**src/rtl/mips_pkg.sv**
```systemverilog
// Shared MIPS datapath definitions.
// ALU control encodings and the default word width.
package mips_pkg;

  localparam int WORD_W = 32;

  typedef enum logic [2:0] {
    ALU_AND  = 3'b000,
    ALU_OR   = 3'b001,
    ALU_ADD  = 3'b010,
    ALU_ANDN = 3'b100,
    ALU_ORN  = 3'b101,
    ALU_SUB  = 3'b110,
    ALU_SLT  = 3'b111
  } alu_ctrl_t;

  function automatic logic uses_adder(
    input logic [2:0] ctrl
  );
    return (ctrl == ALU_ADD) ||
           (ctrl == ALU_SUB) ||
           (ctrl == ALU_SLT);
  endfunction

endpackage

```
**src/rtl/mips_alu_adder.sv**
```systemverilog
// WIDTH-bit adder with carry-in.
// Produces sum, carry-out and signed overflow.
module mips_alu_adder #(
  parameter int WIDTH = 32
) (
  input  logic [WIDTH-1:0] a,
  input  logic [WIDTH-1:0] b,
  input  logic             cin,
  output logic [WIDTH-1:0] sum,
  output logic             carry,
  output logic             overflow
);

  logic [WIDTH:0] full;

  assign full = {1'b0, a}
              + {1'b0, b}
              + {{WIDTH{1'b0}}, cin};

  assign sum   = full[WIDTH-1:0];
  assign carry = full[WIDTH];

  // Same-sign operands whose sum flips sign.
  assign overflow =
    (a[WIDTH-1] == b[WIDTH-1]) &&
    (sum[WIDTH-1] != a[WIDTH-1]);

endmodule

```
**src/rtl/mips_alu.sv**
```systemverilog
// Single-cycle MIPS ALU with combinational outputs
// and a one-cycle registered copy of result and flags.
module mips_alu
  import mips_pkg::*;
#(
  parameter int WIDTH = WORD_W
) (
  input  logic             clk,
  input  logic             rst_n,
  input  logic [WIDTH-1:0] srca,
  input  logic [WIDTH-1:0] srcb,
  input  logic [2:0]       control,
  output logic [WIDTH-1:0] result,
  output logic             zero,
  output logic             carry,
  output logic             overflow,
  output logic [WIDTH-1:0] result_q,
  output logic             zero_q,
  output logic [1:0]       flags_q
);

  logic [WIDTH-1:0] bb;
  logic [WIDTH-1:0] sum;
  logic             add_c;
  logic             add_v;
  logic             lt;

  assign bb = control[2] ? ~srcb : srcb;

  mips_alu_adder #(
    .WIDTH(WIDTH)
  ) u_adder (
    .a       (srca),
    .b       (bb),
    .cin     (control[2]),
    .sum     (sum),
    .carry   (add_c),
    .overflow(add_v)
  );

  // With bb = ~srcb and cin = 1 the adder's
  // overflow is exactly the subtract overflow.
  assign lt = sum[WIDTH-1] ^ add_v;

  always_comb begin
    result   = '0;
    overflow = 1'b0;
    case (control)
      ALU_AND,
      ALU_ANDN: result = srca & bb;
      ALU_OR,
      ALU_ORN:  result = srca | bb;
      ALU_ADD: begin
        result   = sum;
        overflow = add_v;
      end
      ALU_SUB: begin
        result   = sum;
        overflow = add_v;
      end
      ALU_SLT:
        result = {{(WIDTH-1){1'b0}}, lt};
      default: result = '0;
    endcase
  end

  assign carry = uses_adder(control) & add_c;
  assign zero  = ~|result;

  always_ff @(posedge clk or negedge rst_n) begin
    if (!rst_n) begin
      result_q <= '0;
      zero_q   <= 1'b1;
      flags_q  <= 2'b00;
    end else begin
      result_q <= result;
      zero_q   <= zero;
      flags_q  <= {carry, overflow};
    end
  end

endmodule

```
**config.mk**
```make
export PLATFORM = sky130hd
export DESIGN_NAME = mips_alu
export DESIGN_NICKNAME = d
export VERILOG_FILES = /design/src/rtl/mips_pkg.sv /design/src/rtl/mips_alu_adder.sv /design/src/rtl/mips_alu.sv
export SDC_FILE = /design/constraint.sdc
export NUM_CORES = 1
export LEC_CHECK = 0
export ABC_AREA = 1
export BUFFER_PORTS_ARGS = -buffer_cell sky130_fd_sc_hd__buf_2
export CAP_MARGIN = 20
export CORE_MARGIN = 1.5
export CORE_UTILIZATION = 50
export CTS_CLUSTER_DIAMETER = 80
export DETAILED_ROUTE_END_ITERATION = 7
export GPL_TIMING_DRIVEN = 0
export PLACE_DENSITY_LB_ADDON = 0.25
export SYNTH_ARGS = -nofsm -noshare
export SYNTH_HDL_FRONTEND = slang
export SYNTH_SLANG_ARGS = --single-unit
```
**constraint.sdc**
```tcl
create_clock -name clk -period 2.2 [get_ports clk]
set_input_delay 0.11 -clock clk [delete_from_list [all_inputs] [get_ports clk]]
set_output_delay 0.11 -clock clk [all_outputs]
set_load 0.05 [all_outputs]
```
# --- Yosys cells after proc, flatten, opt, wreduce, memory -nomap -nowiden ---
# Cells that the tools add are included.
# W data, S select, Z words.
classes:
  add_sub_neg: 2
  n_eq_ne: 8
  mux: 3
  n_bitwise: 5
  reduce_logical: 9
op_table:
  columns: ["cell", "n"]
  rows:
  - ["$pmux W32 S4", 1]
  - ["$add A32 B32 Y33", 1]
  - ["$add A33 B1 Y33", 1]
  - ["$and A32 B32 Y32", 1]
  - ["$mux W32", 1]
  - ["$not A32 Y32", 1]
  - ["$or A32 B32 Y32", 1]
  - ["$reduce_or A32 Y1", 1]
  - ["$eq A3 B3 Y1 const B", 4]
  - ["$reduce_or A2 Y1", 3]
  - ["$eq A3 B1 Y1 const B", 1]
  - ["$eq A3 B2 Y1 const B", 1]
  - ["$logic_not A3 Y1", 1]
  - ["$logic_or A1 B1 Y1", 2]
  - ["$and A1 B1 Y1", 1]
  - ["$eq A1 B1 Y1", 1]
  - ["$logic_and A1 B1 Y1", 1]
  - ["$logic_not A1 Y1", 1]
  - ["$mux W1", 1]
  - ["$ne A1 B1 Y1", 1]
  - ["$xor A1 B1 Y1", 1]
word_totals:
  ff_bits: 35
  inputBits: 69
  out_inout_bits: 70
  wordCells: 30

# --- Depth between registers and ports, before layout ---
depth:
  word_depth: 10
  ltp_mapped: 23

# --- By module ---
# From an unflattened synthesis, not the netlist that was laid out.
unflattened:
  cells_unflattened: 821
  area_unflattened_um2: 4685.7
modules_own_cells:
  columns: ["module", "n_inst", "cells_each", "area_each_um2", "seq_area_each_um2"]
  rows:
  - ["mips_alu", 1, 404, 2482.4, 877.1]
  - ["mips_alu_adder", 1, 417, 2203.4, 0.0]

# --- Worst setup path after synthesis ---
# Ideal clock, no wire load.
synth_path:
  kind: "input to register"
  startpoint: "in control[2]"
  endpoint: "reg zero_q"
  setup_time_ps: 192
  arrival_ps: 3306
  required_ps: 2008
  path_slack_ps: -1298
  stages: 16
  n_path_buf: 2
  path_cell_list: "buf_4 > buf_2 > xnor2_1 > inv_1 > fa_1 > nand2_1 > nand2_1 > nand3_1 > nand2_2 > o21ai_0 > o221ai_1 > nor2_1 > nand2_1 > nor2_1 > nand2_1 > nor2_1"
synth_between:
  word_cells_on_any_way: 22
  classes_between: "2 x add/sub; 8 x eq/ne; 2 x mux; 3 x bitwise; 7 x reduce/logical"
synth_lines:
  columns: ["item", "line", "text"]
  rows:
  - ["from (decl)", "mips_alu.sv:12", "input logic [2:0] control,"]
  - ["$mux W32", "mips_alu.sv:28", "assign bb = control[2] ? ~srcb : srcb;"]
  - ["$add A32 B32 Y33", "mips_alu_adder.sv:17", "+ {1'b0, b}"]
  - ["$add A33 B1 Y33", "mips_alu_adder.sv:18", "+ {{WIDTH{1'b0}}, cin};"]
  - ["$pmux W32 S4 (*)", "mips_alu.sv:48", "case (control)"]
  - ["net result[8]", "mips_alu.sv:13", "output logic [WIDTH-1:0] result,"]
  - ["$reduce_or A32 Y1 (*)", "mips_alu.sv:68", "assign zero = ~|result;"]
  - ["$logic_not A1 Y1 (*)", "mips_alu.sv:68", null]
  - ["net zero", "mips_alu.sv:14", "output logic zero,"]
  - ["to (signal assigned)", "mips_alu.sv:77", "zero_q <= zero;"]
  - ["to (decl)", "mips_alu.sv:18", "output logic zero_q,"]
# The timed path passes the listed nets; every way through them passes the cells marked *.

# --- Worst setup path in the final report ---
layout_path:
  startpoint: "in control[2]"
  endpoint: "out zero"
layout_between:
  elab_chain_len: 9
  word_cells_on_any_way: 22
  classes_between: "2 x add/sub; 8 x eq/ne; 2 x mux; 3 x bitwise; 7 x reduce/logical"
layout_lines:
  columns: ["item", "line", "text"]
  rows:
  - ["$mux W32", "mips_alu.sv:28", null]
  - ["$add A32 B32 Y33", "mips_alu_adder.sv:17", null]
  - ["$add A33 B1 Y33", "mips_alu_adder.sv:18", null]
  - ["$ne A1 B1 Y1", "mips_alu_adder.sv:26", "(sum[WIDTH-1] != a[WIDTH-1]);"]
  - ["$logic_and A1 B1 Y1", "mips_alu_adder.sv:25", "(a[WIDTH-1] == b[WIDTH-1]) &&"]
  - ["$xor A1 B1 Y1", "mips_alu.sv:43", "assign lt = sum[WIDTH-1] ^ add_v;"]
  - ["$pmux W32 S4 (*)", "mips_alu.sv:48", null]
  - ["$reduce_or A32 Y1 (*)", "mips_alu.sv:68", null]
  - ["$logic_not A1 Y1 (*)", "mips_alu.sv:68", null]
  - ["to (decl)", "mips_alu.sv:14", null]
# Every way passes the cells marked *; elsewhere a longest branch is shown, timed or not.

==> qor.txt <==
final worst slack: -0.574 ns
compound-gate portion of the synthesized area: 9.61%
largest net degree at the start of global routing: 36
Clock Tree Buf Depth: 2
clk sinks: 35
sequential cell area: 877 um2
Final GP Congestion: 0.950
Power Dens Cells: 565 nW/um2
TNS Setup: -2.63 ns
final setup fails: 20
I/O Pins: 139
Die X: 105 um
Post-synth EDFFs: 0
FFs w/ async S/R, synth: 100%
Seq cells post-synth: 35
Synth top area share: 16.7%
Die Ht: 105 um
fmax: 360 MHz
gr usage total: 33.6%
Max FO, Critical Path: 8
Synth area leaders: nand2_1 17%, dfrtp_1 16%, ha_1 15%, inv_1 14%, xnor2_1 6.1%
Syn Nets: 969
Starting Density: 52.3%
critical path arrival: 2.66 ns
commonest cells after routing, fill and taps aside: 167 x inv_1, 141 x nand2_1, 112 x buf_2
P&R area growth vs syn: 66.9%
# rows: 36
actual slew at the worst max-slew pin: 0.888 ns
FILL cells: 509
max-slew violations: 0
P_leak: 4.47 nW
routed wire length: 22.2 mm
Worst IR Drop VDD: 0.386 mV
Crit Path Class: input pin to primary output
Netlist Area Pre-Place: 5180 um2
Num CTS Buffers: 5
share of cells above drive strength 1: 52.3%
Crit. End Element: primary output
worst path required time: 2.09 ns
unique cell type count in the Yosys netlist: 42
Hold Crit Class: input pin to flop
Reg clk slew, reported paths: 0.08 ns
Die ar.: 11,000 um2
dpl hpwl: 13.1 mm
DRC viols: 0
Routed WL per cell: 19.1 um
outcome: finished with violations
Buf/Inv on CP: 4
final layout net count: 1,161
H-tree depth: 2
Critical Path Source Type: input pin
Tmin final: 2.77 ns
DP Cell Count: 1,105
antenna-violating nets left: 0
failing checks: setup timing
Final Hold Fails: 0
most common cell after layout, fill and taps aside: inv_1
first-pass GRT wire length: 29.2 mm
vias in the first global route: 6,050
post-synthesis simple-gate area fraction: 35.3%
Largest stage delay, worst path: 0.33 ns
# diodes: 0
RSZ-0062 raised after global routing: true
area of the multi-input gates: 5250 um2
Pre-antenna DRT Iters: 5
Slowest-stage cell, CP: ha_4
Yosys top cell by area: nand2_1
sequential element share of the synthesized area: 16.9%
GRT overflow: 0
Syn Inst Count: 835
CTS Root Cell: clkbuf_8
max_cap viols: 0
initial antenna violation count: 0
CP delay by family, top: simple AND/OR/NAND/NOR gates
fin crit share: 126%
via density per instance: 5.62
Crit path top cell by count: nand2_2
max_slew headroom: 40.8%
TritonCTS clock tree: yes
mux cell area share after synthesis: 0%
syn_area_per_cell: 6.21 um2
critical-path cell list: buf_16, buf_16, xnor2_4, ha_4, nand2_1, nand2_2, nand2_1, nand2_1, nand2_2, nand2_2, inv_2, nand2_2, nand2_2, nand2_2, nand2_2, nand3_4, nand4_1, nor2_2, nand2_2, nor2_4, buf_6
port buffer count: 137
xor/xnor cell area share of the yosys netlist: 6.25%
largest family of logic cells by synthesized area: simple AND/OR/NAND/NOR gates
Non-Filler Instances: 1,161
Synth warnings: 0
initial DRC count: 570
DR vias: 6,524
Core Area: 9910 um2
Synth Area in Adders: 15.8%
Synth Flop Type: dfrtp_1
-- through the flow --
stage	hold WS (ns)	area [um2]	power [mW]	util (%)	worst slack, ns
after floorplan	-0.186	5400	2.60	-	-0.391
after global placement	0.250	6260	3.14	63.1	-1.04
after detailed placement	0.253	6260	3.17	63.1	-1.02
after CTS	0.173	7790	4.29	78.7	-0.459
after global routing	0.193	8650	5.09	87.3	-0.733
final	0.173	8650	4.88	87.3	-0.574
-- cells in the mapped netlist (all sizes together) (9+ instances only) --
| cell type | n |
|---|---|
| buf | 11 |
| nand3 | 50 |
| o21ai | 15 |
| nor2 | 67 |
| xnor2 | 36 |
| o22ai | 22 |
| inv | 201 |
| ha | 64 |
| a21oi | 24 |
| nand4 | 9 |
| nand2 | 258 |
| dfrtp | 34 |
-- logic make-up after synthesis --
logic type      Yosys count
compound gates           81
xor+xnor                 37
fa+ha+maj                65
buf+inv                 214
flops                    35
simple gates            403
-- power breakdown --
part / switching (mW) / internal, mW / total, mW
Clock: 0.279 / 0.287 / 0.566
Sequential: 0.0224 / 0.727 / 0.749
Combinational: 2.29 / 1.28 / 3.57
-- final cells by class --
class	instances	share of cell area (%)
flip-flops and latches	35	10.1
plain buffers	12	1.78
repair buffers	185	15.6
clock buffers	8	1.16
well taps	133	1.92
multi-input cells	586	60.6
inverters	202	8.76
-- metal layers --
layer	global-route usage [%]	wire length, um	vias up
li1	-	-	2934
met1	40.7	8050	3040
met2	57.4	10800	415
met3	5.93	1880	135
met4	15.9	1500	0
met5	0	0	-
-- sequential cells by signal, summed over array words and instances, names as in the netlist --
| name | flops |
|---|---|
| flags_q | 2 |
| result_q | 32 |
| zero_q | 1 |
-- path summary, 6_finish.rpt --
kind                            start      endpoint  cells past startpoint
min in group asynchronous       rst_n   result_q[7]                      2
worst max-delay path       control[2]          zero                     21
max in group asynchronous       rst_n  result_q[21]                      2
worst min-delay path         srca[31]    flags_q[0]                      3
-- timing repair --
| item | 4_1_cts | 5_1_grt |
|---|---|---|
| hold endpoints to repair | 34 | 0 |
| endpoints found under the setup margin | 31 | 32 |
| resized for setup | 221 | 201 |
| buffers inserted | 29 | 15 |
| cloned | 3 | 0 |
| hold buffers | 1 | 0 |
| pin swaps | 69 | 79 |
Note: power is estimated with default switching activity, not from simulation.
